--- config.mk ---
export PLATFORM = sky130hd
export DESIGN_NAME = gcd_arbiter
export DESIGN_NICKNAME = d
export VERILOG_FILES = /design/src/rtl/gcd_arbiter.sv
export SDC_FILE = /design/constraint.sdc
export NUM_CORES = 1
export LEC_CHECK = 0
export CAP_MARGIN = 20
export CORE_ASPECT_RATIO = 1.5
export CORE_MARGIN = 2
export CORE_UTILIZATION = 30
export DETAILED_ROUTE_END_ITERATION = 7
export PLACE_DENSITY_LB_ADDON = 0.08
export SLEW_MARGIN = 20
export SYNTH_ARGS = -nofsm -noshare
export SYNTH_HDL_FRONTEND = slang
export SYNTH_SLANG_ARGS = --single-unit
--- constraint.sdc ---
create_clock -name clk -period 2.1 [get_ports clk]
set_input_delay 0.21 -clock clk [delete_from_list [all_inputs] [get_ports clk]]
set_output_delay 0.21 -clock clk [all_outputs]
set_load 0.05 [all_outputs]
--- src/rtl/gcd_arbiter.sv ---
// Round-robin arbiter that shares one GCD engine among N requesters.
// Holds at most one request in flight: accept, issue, wait for result, respond.
module gcd_arbiter #(
    parameter int N = 4,
    parameter int W = 16
) (
    input  logic                 clk,
    input  logic                 reset,
    input  logic [N-1:0]         req_valid,
    input  logic [N*2*W-1:0]     req_data,
    output logic [N-1:0]         req_ready,
    output logic [N-1:0]         resp_valid,
    output logic [W-1:0]         resp_data,
    input  logic [N-1:0]         resp_ready,
    output logic                 gcd_in_valid,
    output logic [2*W-1:0]       gcd_in_data,
    input  logic                 gcd_in_ready,
    input  logic                 gcd_out_valid,
    input  logic [W-1:0]         gcd_out_data,
    output logic [15:0]          done_count
);

    localparam int PW = (N > 1) ? $clog2(N) : 1;

    typedef enum logic [1:0] {
        IDLE  = 2'd0,
        ISSUE = 2'd1,
        WAIT  = 2'd2,
        RESP  = 2'd3
    } state_t;

    state_t          state;
    state_t          state_nxt;
    logic [PW-1:0]   rr_ptr;
    logic [PW-1:0]   tag;
    logic [2*W-1:0]  pair_q;
    logic [W-1:0]    result_q;
    logic [15:0]     done_count_q;
    logic [15:0]     done_count_nxt;

    logic            grant_found;
    logic [PW-1:0]   grant_idx;
    logic [PW-1:0]   scan_idx;
    int              scan;
    logic            accept;
    logic            capture;
    logic            resp_fire;

    // Scan from rr_ptr upward; iterating backwards lets the nearest match win.
    always_comb begin
        grant_found = 1'b0;
        grant_idx   = '0;
        scan        = 0;
        scan_idx    = '0;
        for (int k = N - 1; k >= 0; k--) begin
            scan = int'(rr_ptr) + k;
            if (scan >= N) begin
                scan = scan - N;
            end
            scan_idx = PW'(scan);
            if (req_valid[scan_idx]) begin
                grant_found = 1'b1;
                grant_idx   = scan_idx;
            end
        end
    end

    always_ff @(posedge clk or negedge reset) begin
        if (!reset) begin
            state <= IDLE;
        end else begin
            state <= state_nxt;
        end
    end

    // req_ready is gated by reset so a held request cannot show a grant during reset.
    always_comb begin
        state_nxt    = state;
        req_ready    = '0;
        resp_valid   = '0;
        gcd_in_valid = 1'b0;
        accept       = 1'b0;
        capture      = 1'b0;
        resp_fire    = 1'b0;
        case (state)
            IDLE: begin
                if (grant_found && reset) begin
                    req_ready[grant_idx] = 1'b1;
                    accept               = 1'b1;
                    state_nxt            = ISSUE;
                end
            end
            ISSUE: begin
                gcd_in_valid = 1'b1;
                if (gcd_in_ready) begin
                    state_nxt = WAIT;
                end
            end
            WAIT: begin
                if (gcd_out_valid) begin
                    capture   = 1'b1;
                    state_nxt = RESP;
                end
            end
            RESP: begin
                resp_valid[tag] = 1'b1;
                if (resp_ready[tag]) begin
                    resp_fire = 1'b1;
                    state_nxt = IDLE;
                end
            end
            default: state_nxt = IDLE;
        endcase
    end

    assign done_count_nxt = resp_fire ? done_count_q + 16'd1 : done_count_q;

    always_ff @(posedge clk or negedge reset) begin
        if (!reset) begin
            rr_ptr       <= '0;
            tag          <= '0;
            pair_q       <= '0;
            result_q     <= '0;
            done_count_q <= '0;
        end else begin
            if (accept) begin
                pair_q <= req_data[grant_idx*2*W +: 2*W];
                tag    <= grant_idx;
            end
            if (capture) begin
                result_q <= gcd_out_data;
            end
            if (resp_fire) begin
                rr_ptr <= (tag == PW'(N - 1)) ? '0 : tag + PW'(1);
            end
            done_count_q <= done_count_nxt;
        end
    end

    assign resp_data   = result_q;
    assign gcd_in_data = pair_q;
    assign done_count  = done_count_q;

endmodule

# Yosys cells after proc, flatten, opt, wreduce, memory -nomap -nowiden
# Cells that the tools add are included.
word_totals:
  elab_cells: 83
  out_inout_bits: 73
  register_bits: 70
  in_bits: 156
op_classes:
  magnitude_cmp: 12
  n_mux: 42
  reduce_logical: 5
  addsub: 9
  eq_ne: 8
  shifts: 1
op_table:
  columns: ["cell", "count"]
  rows:
  - ["$shiftx A128 B8 Y32", 1]
  - ["$mux W2", 13]
  - ["$lt A2 B3 Y1 const B", 6]
  - ["$mux W1", 18]
  - ["$add A16 B1 Y16 const B", 1]
  - ["$mux W4", 3]
  - ["$bmux W1 S2", 5]
  - ["$ge A3 B3 Y1 const B", 3]
  - ["$ne A2 B2 Y1 const B", 4]
  - ["$pmux W2 S4", 1]
  - ["$sub A2 B1 Y2 const B", 4]
  - ["$add A2 B2 Y3 const B", 2]
  - ["$eq A2 B2 Y1 const B", 3]
  - ["$demux W1 S2", 2]
  - ["$ge A2 B1 Y1 const B", 2]
  - ["$reduce_and A4 Y1", 1]
  - ["$add A2 B1 Y3 const B", 1]
  - ["$ge A2 B3 Y1 const B", 1]
  - ["$logic_and A1 B1 Y1", 3]
  - ["$add A2 B1 Y2 const B", 1]
  - ["$eq A2 B1 Y1 const B", 1]
  - ["$logic_not A2 Y1", 1]

# Logic depth before layout (Yosys ltp)
# Gate-level depths: netlist of run 1.
logic_depth:
  ltp_word: 15
  mapped_depth: 7
  mapped_depth_nobuf: 7

# Worst setup path before layout of run 1
# No wires, ideal clock.
synth_timing:
  kind: "register to output"
  from: "register rr_ptr[1]"
  to: "output port req_ready[1]"
  t_arrival_ns: 2.273
  stages_incl_launch_ff: 6
  required_ns: 1.890
  setup_slack_ns: -0.383
  n_path_buf: 1
  cell_sequence: "dfrtp_1 > nand2b_1 > a31oi_4 > nand2_2 > buf_2 > nor3_1"
synth_between:
  elab_chain_len: 15
  word_cells_on_any_way: 39
  cone_classes: "add/sub: 7; order compare: 6; mux: 24; reduce/logical: 2"
synth_lines:
  columns: ["item", "line", "rtl"]
  rows:
  - ["start, declared", "34", "logic [PW-1:0] rr_ptr;"]
  - ["start signal, assigned", "134", "rr_ptr <= (tag == PW'(N - 1)) ? '0 : tag + PW'(1);"]
  - ["$add A2 B2 Y3", "56", "scan = int'(rr_ptr) + k;"]
  - ["$ge A3 B3 Y1 or $sub A2 B1 Y2 (tied branches)", "57, 58", null]
  - ["$mux W2", "57", "if (scan >= N) begin"]
  - ["$bmux W1 S2", "61", "if (req_valid[scan_idx]) begin"]
  - ["$mux W1 (implied by the code)", "61", null]
  - ["$mux W2 (4 in series)", "61", null]
  - ["$lt A2 B3 Y1 (implied by the code) or $ge A2 B1 Y1 (tied branches)", "88", "req_ready[grant_idx] = 1'b1;"]
  - ["$logic_and A1 B1 Y1 (implied by the code)", "88", null]
  - ["$mux W1 (implied by the code)", "88", null]
  - ["$demux W1 S2", "88", null]
  - ["$mux W4 (*)", "87", "if (grant_found && reset) begin"]
  - ["$mux W4 (*)", "85", "case (state)"]
  - ["end, declared", "11", "output logic [N-1:0] req_ready,"]
# Mark *: on every way between the ends. The rest lies on a longest branch, timed or not. The select of a mux whose other input is x is not followed.

# Final worst setup path of run 1
layout_timing:
  from: "input port req_valid[1]"
  to: "output port req_ready[3]"
layout_between:
  elab_chain_len: 12
  word_cells_on_any_way: 24
  cone_classes: "order compare: 2; mux: 20; reduce/logical: 2"
layout_lines:
  columns: ["item", "line", "rtl"]
  rows:
  - ["start, declared", "9", "input logic [N-1:0] req_valid,"]
  - ["$bmux W1 S2", "61", null]
  - ["$mux W1 (implied by the code)", "61", null]
  - ["$mux W2 (4 in series)", "61", null]
  - ["$lt A2 B3 Y1 (implied by the code) or $ge A2 B1 Y1 (tied branches)", "88", null]
  - ["$logic_and A1 B1 Y1 (implied by the code)", "88", null]
  - ["$mux W1 (implied by the code)", "88", null]
  - ["$demux W1 S2", "88", null]
  - ["$mux W4 (*)", "87", null]
  - ["$mux W4 (*)", "85", null]
# Marked as above.

==> flow_metrics.env, run 1 <==
export IMPL_stdcell_area_sq_um=7000
export IMPL_placed_area_sq_um=6610
export IMPL_first_iter_violations=140
export IMPL_combPwrFrac=0.594
export IMPL_drive_above_1_share=0.166
export IMPL_p_per_area_nw_per_um2=1330
export IMPL_peakVddDrop_uv=483
export IMPL_die_width_microns=97.3
export IMPL_status="complete, no violations"
export IMPL_synth_area_mux_share=0.144
export IMPL_final_setup_skew_ns=0.00716
export IMPL_vias=4053
export IMPL_seqPwrFrac=0.241
export IMPL_netSwitchingFraction=0.455
export IMPL_cts_sinks=70
export IMPL_area_delta_synth_final_pct=78.7
export IMPL_async_flop_share=1.00
export IMPL_final_cell_mix="clkdlybuf4s50_1 (216), dfrtp_1 (68), nand3_1 (37), o21ai_0 (35), a21oi_1 (33)"
export IMPL_grt_util_met2=0.372
export IMPL_fin_setup_tns_ns=0
export IMPL_synth_compound_area_frac=0.194
export IMPL_synth_edf_count=0
export IMPL_yosysUniqueCellTypes=39
export IMPL_synth_top_family_by_area="compound AO/OA/AOI/OAI gates"
export IMPL_yosys_warnings=0
export IMPL_firstDrtPassIters=4
export IMPL_max_slew_margin_rel=0.388
export IMPL_synth_area_sq_um=3920
export IMPL_grt_ovfl_total=0
export IMPL_antenna_found_initial=0
export IMPL_cts_buffers=9
export IMPL_grt_util_met3=0.0428
export IMPL_cp_data_arrival_time_ns=1.83
export IMPL_rows=51
export IMPL_syn_avg_cell_area_sq_um=10.5
export IMPL_syn_inst=374
export IMPL_htreeDepth=3
export IMPL_core_area_sq_um=12900
export IMPL_busiest_layer="met2"
export IMPL_die_h_microns=144
export IMPL_final_nets=782
export IMPL_grt_pass1_wl_microns=21800
export IMPL_start_kind="primary input"
export IMPL_synth_xor_xnor_area_share=0.0336
export IMPL_diodes=0
export IMPL_fmax_ghz=0.489
export IMPL_yosys_register_bits=70
export IMPL_grt_max_degree=70
export IMPL_hold_class="primary input to async pin"
export IMPL_final_hold_violation_count=0
export IMPL_via_per_inst=5.19
export IMPL_clkPwrFrac=0.166
export IMPL_grt_met1_usage=0.210
export IMPL_clkLatencyLatePin_ns=0.34
export IMPL_io_buffers=228
export IMPL_cts_root_buf="clkbuf_16"
export IMPL_synth_ff_type="dfrtp_1"
export IMPL_crit_path_end_kind="output port"
export IMPL_r2r_slack_ns=0.19
export IMPL_final_common_cell="clkdlybuf4s50_1"
export IMPL_p_leak_nw=2.88
export IMPL_finalCriticalPeriod_ns=2.04
export IMPL_grt_pass1_vias=4254
export IMPL_drc_errors=0
export IMPL_synthAdderAreaFrac=0.0288
export IMPL_io_pin_count=229
export IMPL_reg2reg_to="gcd_in_data[26]"
export IMPL_drtAntennaViolNets=0
export IMPL_post_route_period_util=0.973
export IMPL_reg2reg_depth=6
export IMPL_path_max_fanout=2
export IMPL_synth_nets=539
export IMPL_dieArea_sq_um=14000
export IMPL_yosysSeqAreaShare=0.447
export IMPL_worstMarginPinSlew_ns=0.918
export IMPL_wl_per_cell_microns=18.1
export IMPL_wl_microns=14100
export IMPL_finalPower_w=0.00931
export IMPL_setup_violations=0
export IMPL_maxCapViolCount=0
export IMPL_path_class="primary input to output port"
export IMPL_track_usage=0.197
export IMPL_fillers=1170
export IMPL_final_core_util=0.543
export IMPL_worstReg2RegStart="rr_ptr[1]"
export IMPL_whs_ns=0.219
export IMPL_yosys_area_share_simple=0.120
export IMPL_clk_pin_slew_ns=0.06
export IMPL_start_util=0.304
export IMPL_clockBufferDepth=2
export IMPL_internal_power_w=0.00507
export IMPL_slew_violations=0
export IMPL_hpwl_microns=10500
export IMPL_cts_tree="built"
export IMPL_gp_congestion=0.717
export IMPL_p_sw_w=0.00424
export IMPL_cp_required_ns=1.89
## area by class of cell
class                   count  area, sq um  area share
well taps                 159          199      0.0284
inverters                   6         22.5     0.00322
repair buffers            258         2610       0.372
clock inverters             7         72.6      0.0104
multi-input cells         272         2120       0.303
flip-flops and latches     70         1750       0.251
clock buffers               9          225      0.0322
## routing by layer
| layer | vias to the layer above | share of wire | wire (microns) |
|---|---|---|---|
| met5 | - | 0 | 0 |
| met4 | 0 | 0.028 | 395 |
| met3 | 29 | 0.055 | 773 |
| met2 | 161 | 0.55 | 7740 |
| met1 | 1977 | 0.37 | 5200 |
| li1 | 1886 | - | - |
## worst max path at each step
stage / startpoint / endpoint / slack, ns / depth (start not counted)
3_5_place_dp: req_valid[2] / gcd_in_data[31] / -0.11 / 7
4_1_cts: req_valid[3] / req_ready[0] / -0.002 / 7
6_report: req_valid[1] / req_ready[3] / 0.06 / 6
3_3_place_gp: req_valid[0] / req_ready[2] / -0.07 / 7
2_1_floorplan: rr_ptr[1] / req_ready[0] / 0.04 / 5
5_1_grt: state[1] / req_ready[2] / -0.003 / 7
## cell usage after synthesis, types with 2 or more instances
cell type | n | share of area
inv_1 | 6 | 0.0058
nor3_1 | 2 | 0.0026
nand2_1 | 20 | 0.019
nand3_1 | 37 | 0.047
and3_1 | 5 | 0.0080
clkbuf_1 | 17 | 0.016
and2_1 | 6 | 0.0096
buf_1 | 2 | 0.0019
a21oi_1 | 34 | 0.043
o21ai_0 | 35 | 0.045
buf_2 | 7 | 0.0089
nand2b_1 | 4 | 0.0064
xor2_1 | 2 | 0.0045
nor2b_1 | 2 | 0.0032
a221o_1 | 32 | 0.082
mux2_2 | 28 | 0.081
nor2_1 | 4 | 0.0038
xnor2_1 | 13 | 0.029
dfrtp_1 | 70 | 0.45
and4_1 | 2 | 0.0045
ha_1 | 9 | 0.029
mux2_1 | 20 | 0.058
## flip-flops by register name, indices dropped and copies added, names as in the netlist
name and flops:
gcd_in_data 32, tag 2, done_count 16, rr_ptr 2
state 2, resp_data 16
## metrics by stage
| stage | worst slack [ns] | instances |
|---|---|---|
| 3_5_place_dp | -0.113 | 762 |
| 3_3_place_gp | -0.0744 | 762 |
| 6_report | 0.0568 | 781 |
| 5_1_grt | -0.00348 | 781 |
| 2_1_floorplan | 0.0354 | 374 |
| 4_1_cts | -0.00226 | 780 |
## power groups by stage
stage | Combinational (W) | Sequential [W] | Clock, W
final | 0.00553 | 0.00224 | 0.00154
after global placement | 0.00540 | 0.00223 | 0
after floorplan | 0.00175 | 0.00385 | 0
after CTS | 0.00552 | 0.00224 | 0.00159
after global routing | 0.00586 | 0.00231 | 0.00164
after detailed placement | 0.00547 | 0.00224 | 0
## worst max-delay path: stages
cell	delay (ns)
clkdlybuf4s50_1	0.42
or4_4	0.54
and3_4	0.18
buf_4	0.13
and3_1	0.20
buf_12	0.15
## timing repair
| item | CTS | global route |
|---|---|---|
| buffers inserted | 1 | 1 |
| gates cloned | 0 | 0 |
| endpoints found under the hold margin | 1 | 0 |
| gates resized for setup | 8 | 9 |
| hold buffers | 1 | 0 |
| pin swaps | 1 | 1 |
| setup endpoints to repair | 4 | 4 |
## cell families after synthesis
logic type	Yosys count
fa+ha+maj	9
xor+xnor	15
compound gates	110
mux	49
buf+inv	32
flops	70
simple gates	89
(Power assumes the default switching activity.)
==> inputs of run 2 (changes only) <==
--- a/config.mk
+++ b/config.mk
@@ -10,8 +10,8 @@
 export CORE_MARGIN = 2
 export CORE_UTILIZATION = 30
 export DETAILED_ROUTE_END_ITERATION = 7
-export PLACE_DENSITY_LB_ADDON = 0.08
-export SLEW_MARGIN = 20
+export PLACE_DENSITY_LB_ADDON = 0.25
+export SLEW_MARGIN = 10
 export SYNTH_ARGS = -nofsm -noshare
 export SYNTH_HDL_FRONTEND = slang
 export SYNTH_SLANG_ARGS = --single-unit
==> run 2 against run 1 <==
Against the previous run:
- worst setup slack worse by 0.022 ns
- hold slack got worse by 0.096 ns
- core utilization down 0.61 points
- clock skew increased by 0.0027 ns
- total power fell by 2.0%
- first-iteration DRC count fell by 23%
- sequential power barely moved
- register-to-register slack got worse by 0.04 ns
- global-route usage decreased by 0.68 points
- critical endpoint is now req_ready[1]
==> flow_metrics.env, run 2 (synthesis results as in run 1) <==
export IMPL_cts_sinks=70
export IMPL_clk_pin_slew_ns=0.06
export IMPL_wl_met3_microns=781
export IMPL_p_per_area_nw_per_um2=1320
export IMPL_grt_max_degree=71
export IMPL_core_area_sq_um=12900
export IMPL_maxCapViolCount=0
export IMPL_path_class="register to output port"
export IMPL_dieArea_sq_um=14000
export IMPL_antenna_found_initial=0
export IMPL_hpwl_microns=10400
export IMPL_final_cell_mix="clkdlybuf4s50_1 (216), dfrtp_1 (68), nand3_1 (37), o21ai_0 (35), a21oi_1 (33)"
export IMPL_drtAntennaViolNets=0
export IMPL_fin_setup_tns_ns=0
export IMPL_first_iter_violations=108
export IMPL_p_leak_nw=2.83
export IMPL_start_util=0.304
export IMPL_hold_class="primary input to async pin"
export IMPL_wl_microns=13800
export IMPL_slew_violations=0
export IMPL_wl_met1_microns=5230
export IMPL_grt_pass1_vias=4175
export IMPL_final_hold_violation_count=0
export IMPL_largest_register_ffs=32
export IMPL_grt_setup_unrepaired="true"
export IMPL_cts_root_buf="clkbuf_16"
export IMPL_grt_ovfl_total=0
export IMPL_cp_required_ns=1.89
export IMPL_clockBufferDepth=2
export IMPL_max_slew_margin_rel=0.409
export IMPL_crit_path_end_kind="output port"
export IMPL_fin_ws_ns=0.0346
export IMPL_final_core_util=0.537
export IMPL_finalCriticalPeriod_ns=2.07
export IMPL_via_per_inst=5.13
export IMPL_dp_slack_ns=-0.0934
export IMPL_area_delta_synth_final_pct=76.7
export IMPL_path_max_fanout=16
export IMPL_top_layer_used="met4"
export IMPL_final_cells=775
export IMPL_grt_pass1_wl_microns=21100
export IMPL_die_width_microns=97.3
export IMPL_dp_cells=759
export IMPL_final_nets=776
export IMPL_wl_per_cell_microns=17.8
export IMPL_diodes=0
export IMPL_post_route_period_util=0.984
export IMPL_clkLatencyLatePin_ns=0.33
export IMPL_peakVddDrop_uv=437
export IMPL_cts_buffers=9
export IMPL_rows=51
export IMPL_vias=3976
export IMPL_status="complete, no violations"
export IMPL_drc_errors=0
export IMPL_firstDrtPassIters=4
export IMPL_io_pin_count=229
export IMPL_gp_congestion=0.778
export IMPL_final_common_cell="clkdlybuf4s50_1"
export IMPL_drive_above_1_share=0.159
export IMPL_io_buffers=228
export IMPL_worstMarginPinSlew_ns=0.887
export IMPL_die_h_microns=144
export IMPL_start_kind="register"
export IMPL_final_setup_skew_ns=0.00982
export IMPL_cts_tree="built"
export IMPL_setup_violations=0
export IMPL_cp_data_arrival_time_ns=1.86
export IMPL_dr_wl_met2_microns=7540
export IMPL_fmax_ghz=0.484
export IMPL_track_usage=0.190
export IMPL_htreeDepth=3
[run 2: critical path: stages, from the launching register on]
cell	delay (ns)
dfrtp_2	0.45
and3b_1	0.24
a31oi_4	0.18
nand2_4	0.09
buf_12	0.16
nor3_4	0.22
buf_12	0.16
[run 2: worst paths after layout]
path	slack, ns	cells after the start	endpoint	startpoint
worst max-delay path	0.03	6	req_ready[1]	rr_ptr[1]
worst min-delay path	0.12	2	rr_ptr[1]	reset
worst max register to register	0.15	6	gcd_in_data[4]	rr_ptr[1]
worst min register to register	0.50	1	done_count[14]	done_count[14]
max in group asynchronous	1.37	2	rr_ptr[0]	reset
min in group clk	0.36	5	state[1]	reset
[run 2: timing repair]
item	4_1_cts	5_1_grt
gates resized for setup	9	7
pin swaps	1	1
hold buffers	0	0
setup buffers	0	0
endpoints found under the setup margin	2	5
[run 2: final cells by class]
| type | count | area [sq um] |
|---|---|---|
| flip-flops and latches | 70 | 1750 |
| clock buffers | 10 | 229 |
| multi-input cells | 272 | 2100 |
| repair buffers | 252 | 2560 |
| clock inverters | 6 | 46.3 |
| fillers | 1148 | 5970 |
| inverters | 6 | 22.5 |
| well taps | 159 | 199 |
[run 2: where the power goes]
group	internal, W	leakage (nW)	switching (W)
clock network	0.000805	0.129	0.000589
registers	0.00189	0.881	0.000362
logic	0.00222	1.82	0.00325
total	0.00491	2.83	0.00421
[run 2: stage by stage]
stage	hold WS (ns)	area [sq um]	total power, W
floorplan	-0.0856	3930	0.00560
global placement	0.465	6600	0.00761
detailed placement	0.492	6600	0.00772
CTS	0.172	6900	0.00919
global route	0.224	6920	0.00957
finish	0.123	6920	0.00912
[run 2: metal layers]
layer / up-vias / global-route usage
met4: 0 / 0.0731
met2: 158 / 0.362
met1: 1922 / 0.207
met3: 20 / 0.0399
met5: - / 0
li1: 1876 / -
==> inputs of run 3 (changes only) <==
--- a/config.mk
+++ b/config.mk
@@ -7,7 +7,6 @@
 export LEC_CHECK = 0
 export CAP_MARGIN = 20
 export CORE_ASPECT_RATIO = 1.5
-export CORE_MARGIN = 2
 export CORE_UTILIZATION = 30
 export DETAILED_ROUTE_END_ITERATION = 7
 export PLACE_DENSITY_LB_ADDON = 0.25
==> run 3 against run 2 <==
Against the previous run:
- register-to-register slack is essentially flat
- wire length shrank 2.1%
- first-iteration DRC count grew 5.6%
- critical path depth is the same
- non-clock buffer count grew 4
- fmax shrank 0.23%
- combinational power is essentially flat
==> flow_metrics.env, run 3 (synthesis results as in run 1) <==
export IMPL_fmax_ghz=0.483
export IMPL_rows=50
export IMPL_post_route_period_util=0.986
export IMPL_clk_pin_slew_ns=0.06
export IMPL_htreeDepth=3
export IMPL_crit_path_start="rr_ptr[1]"
export IMPL_diodes=0
export IMPL_slew_violations=0
export IMPL_cpPeakStageDelay_ns=0.43
export IMPL_crit_buf_inv=2
export IMPL_final_nets=780
export IMPL_vias=4022
export IMPL_wl_per_cell_microns=17.4
export IMPL_via_per_inst=5.18
export IMPL_clockBufferDepth=2
export IMPL_start_kind="register"
export IMPL_first_iter_violations=114
export IMPL_dp_cells=757
export IMPL_drc_errors=0
export IMPL_grt_pass1_wl_microns=20400
export IMPL_path_class="register to output port"
export IMPL_worstPathCellList="and3b_1, a31oi_4, nand2_2, buf_12, nor3_4, buf_12"
export IMPL_wl_microns=13500
export IMPL_antenna_found_initial=0
export IMPL_cp_data_arrival_time_ns=1.86
export IMPL_cts_buffers=9
export IMPL_drive_above_1_share=0.158
export IMPL_p_per_area_nw_per_um2=1340
export IMPL_crit_path_end_kind="output port"
export IMPL_worstReg2RegStart="rr_ptr[1]"
export IMPL_cp_required_ns=1.89
export IMPL_grt_setup_unrepaired="true"
export IMPL_fin_ws_ns=0.0298
export IMPL_final_setup_skew_ns=0.00464
export IMPL_cts_sinks=70
export IMPL_critPathTopFamily="simple AND/OR/NAND/NOR gates"
export IMPL_gp_congestion=0.785
export IMPL_grt_ovfl_total=0
export IMPL_p_leak_nw=2.85
export IMPL_dieArea_sq_um=13500
export IMPL_setup_violations=0
export IMPL_clkLatencyLatePin_ns=0.34
export IMPL_cp_slowest_cell="dfrtp_1"
export IMPL_drtAntennaViolNets=0
export IMPL_hpwl_microns=10000
export IMPL_largest_register_ffs=32
export IMPL_finalCriticalPeriod_ns=2.07
export IMPL_status="complete, no violations"
export IMPL_final_cells=776
export IMPL_cts_tree="built"
export IMPL_hold_class="primary input to async pin"
export IMPL_io_pin_count=229
export IMPL_core_area_sq_um=12600
export IMPL_maxCapViolCount=0
export IMPL_grt_pass1_vias=4108
export IMPL_dp_slack_ns=-0.133
export IMPL_area_delta_synth_final_pct=78.0
export IMPL_final_cell_mix="clkdlybuf4s50_1 (218), dfrtp_1 (69), nand3_1 (37), o21ai_0 (35), a21oi_1 (33)"
export IMPL_final_common_cell="clkdlybuf4s50_1"
export IMPL_grt_max_degree=70
export IMPL_final_hold_violation_count=0
export IMPL_die_width_microns=95.3
export IMPL_track_usage=0.199
export IMPL_io_buffers=228
export IMPL_fin_setup_tns_ns=0
export IMPL_cts_root_buf="clkbuf_16"
export IMPL_peakVddDrop_uv=643
export IMPL_worstMarginPinSlew_ns=0.889
export IMPL_finalPower_w=0.00934
export IMPL_die_h_microns=142
export IMPL_crit_path_frequent_cell="buf_12"
export IMPL_firstDrtPassIters=4
export IMPL_start_util=0.311
export IMPL_max_slew_margin_rel=0.407
export IMPL_path_max_fanout=19
run 3: path summary, 6_finish.rpt:
check	slack (ns)	end	cells past startpoint
hold / removal	0.24	gcd_in_data[23]	2
setup reg to reg	0.15	gcd_in_data[22]	6
hold reg to reg	0.47	done_count[15]	1
max in group asynchronous	0.75	rr_ptr[0]	3
setup / recovery	0.03	req_ready[1]	6
min in group clk	0.47	done_count[15]	1
run 3: final cells by class:
| class | instances | area, sq um |
|---|---|---|
| inverter | 6 | 22.5 |
| timing repair buffer | 256 | 2600 |
| fill | 1111 | 5600 |
| clock buffer | 10 | 229 |
| clock inverter | 6 | 86.3 |
| sequential | 70 | 1750 |
| multi-input combinational | 272 | 2080 |
| tap | 156 | 195 |
run 3: through the flow:
step	hold slack, ns	utilization	cell area [sq um]
final	0.240	0.554	6970
after global routing	0.249	0.554	6970
after CTS	0.242	0.552	6940
after detailed placement	0.0213	0.525	6600
after global placement	0.0193	0.525	6600
after floorplan	-0.0856	-	3930
run 3: report_power, final:
group | total [W] | switching (W) | leakage (nW) | internal [W]
Combinational | 0.00546 | 0.00323 | 1.82 | 0.00223
Clock | 0.00163 | 0.000589 | 0.152 | 0.00104
Sequential | 0.00225 | 0.000358 | 0.882 | 0.00189
Total | 0.00934 | 0.00418 | 2.85 | 0.00516
run 3: timing repair:
item	CTS	global route
hold buffers	1	0
pin swaps	1	0
buffers inserted	0	2
resized for setup	5	4
setup endpoints to repair	4	4
hold endpoints to repair	1	0
run 3: layer usage:
layer	routed length, microns	part of all wire	track usage	up-vias
met2	7070	0.52	0.363	188
met3	1070	0.079	0.0472	27
met4	384	0.028	0.0957	0
li1	-	-	-	1883
met5	0	0	0	-
met1	4990	0.37	0.209	1924
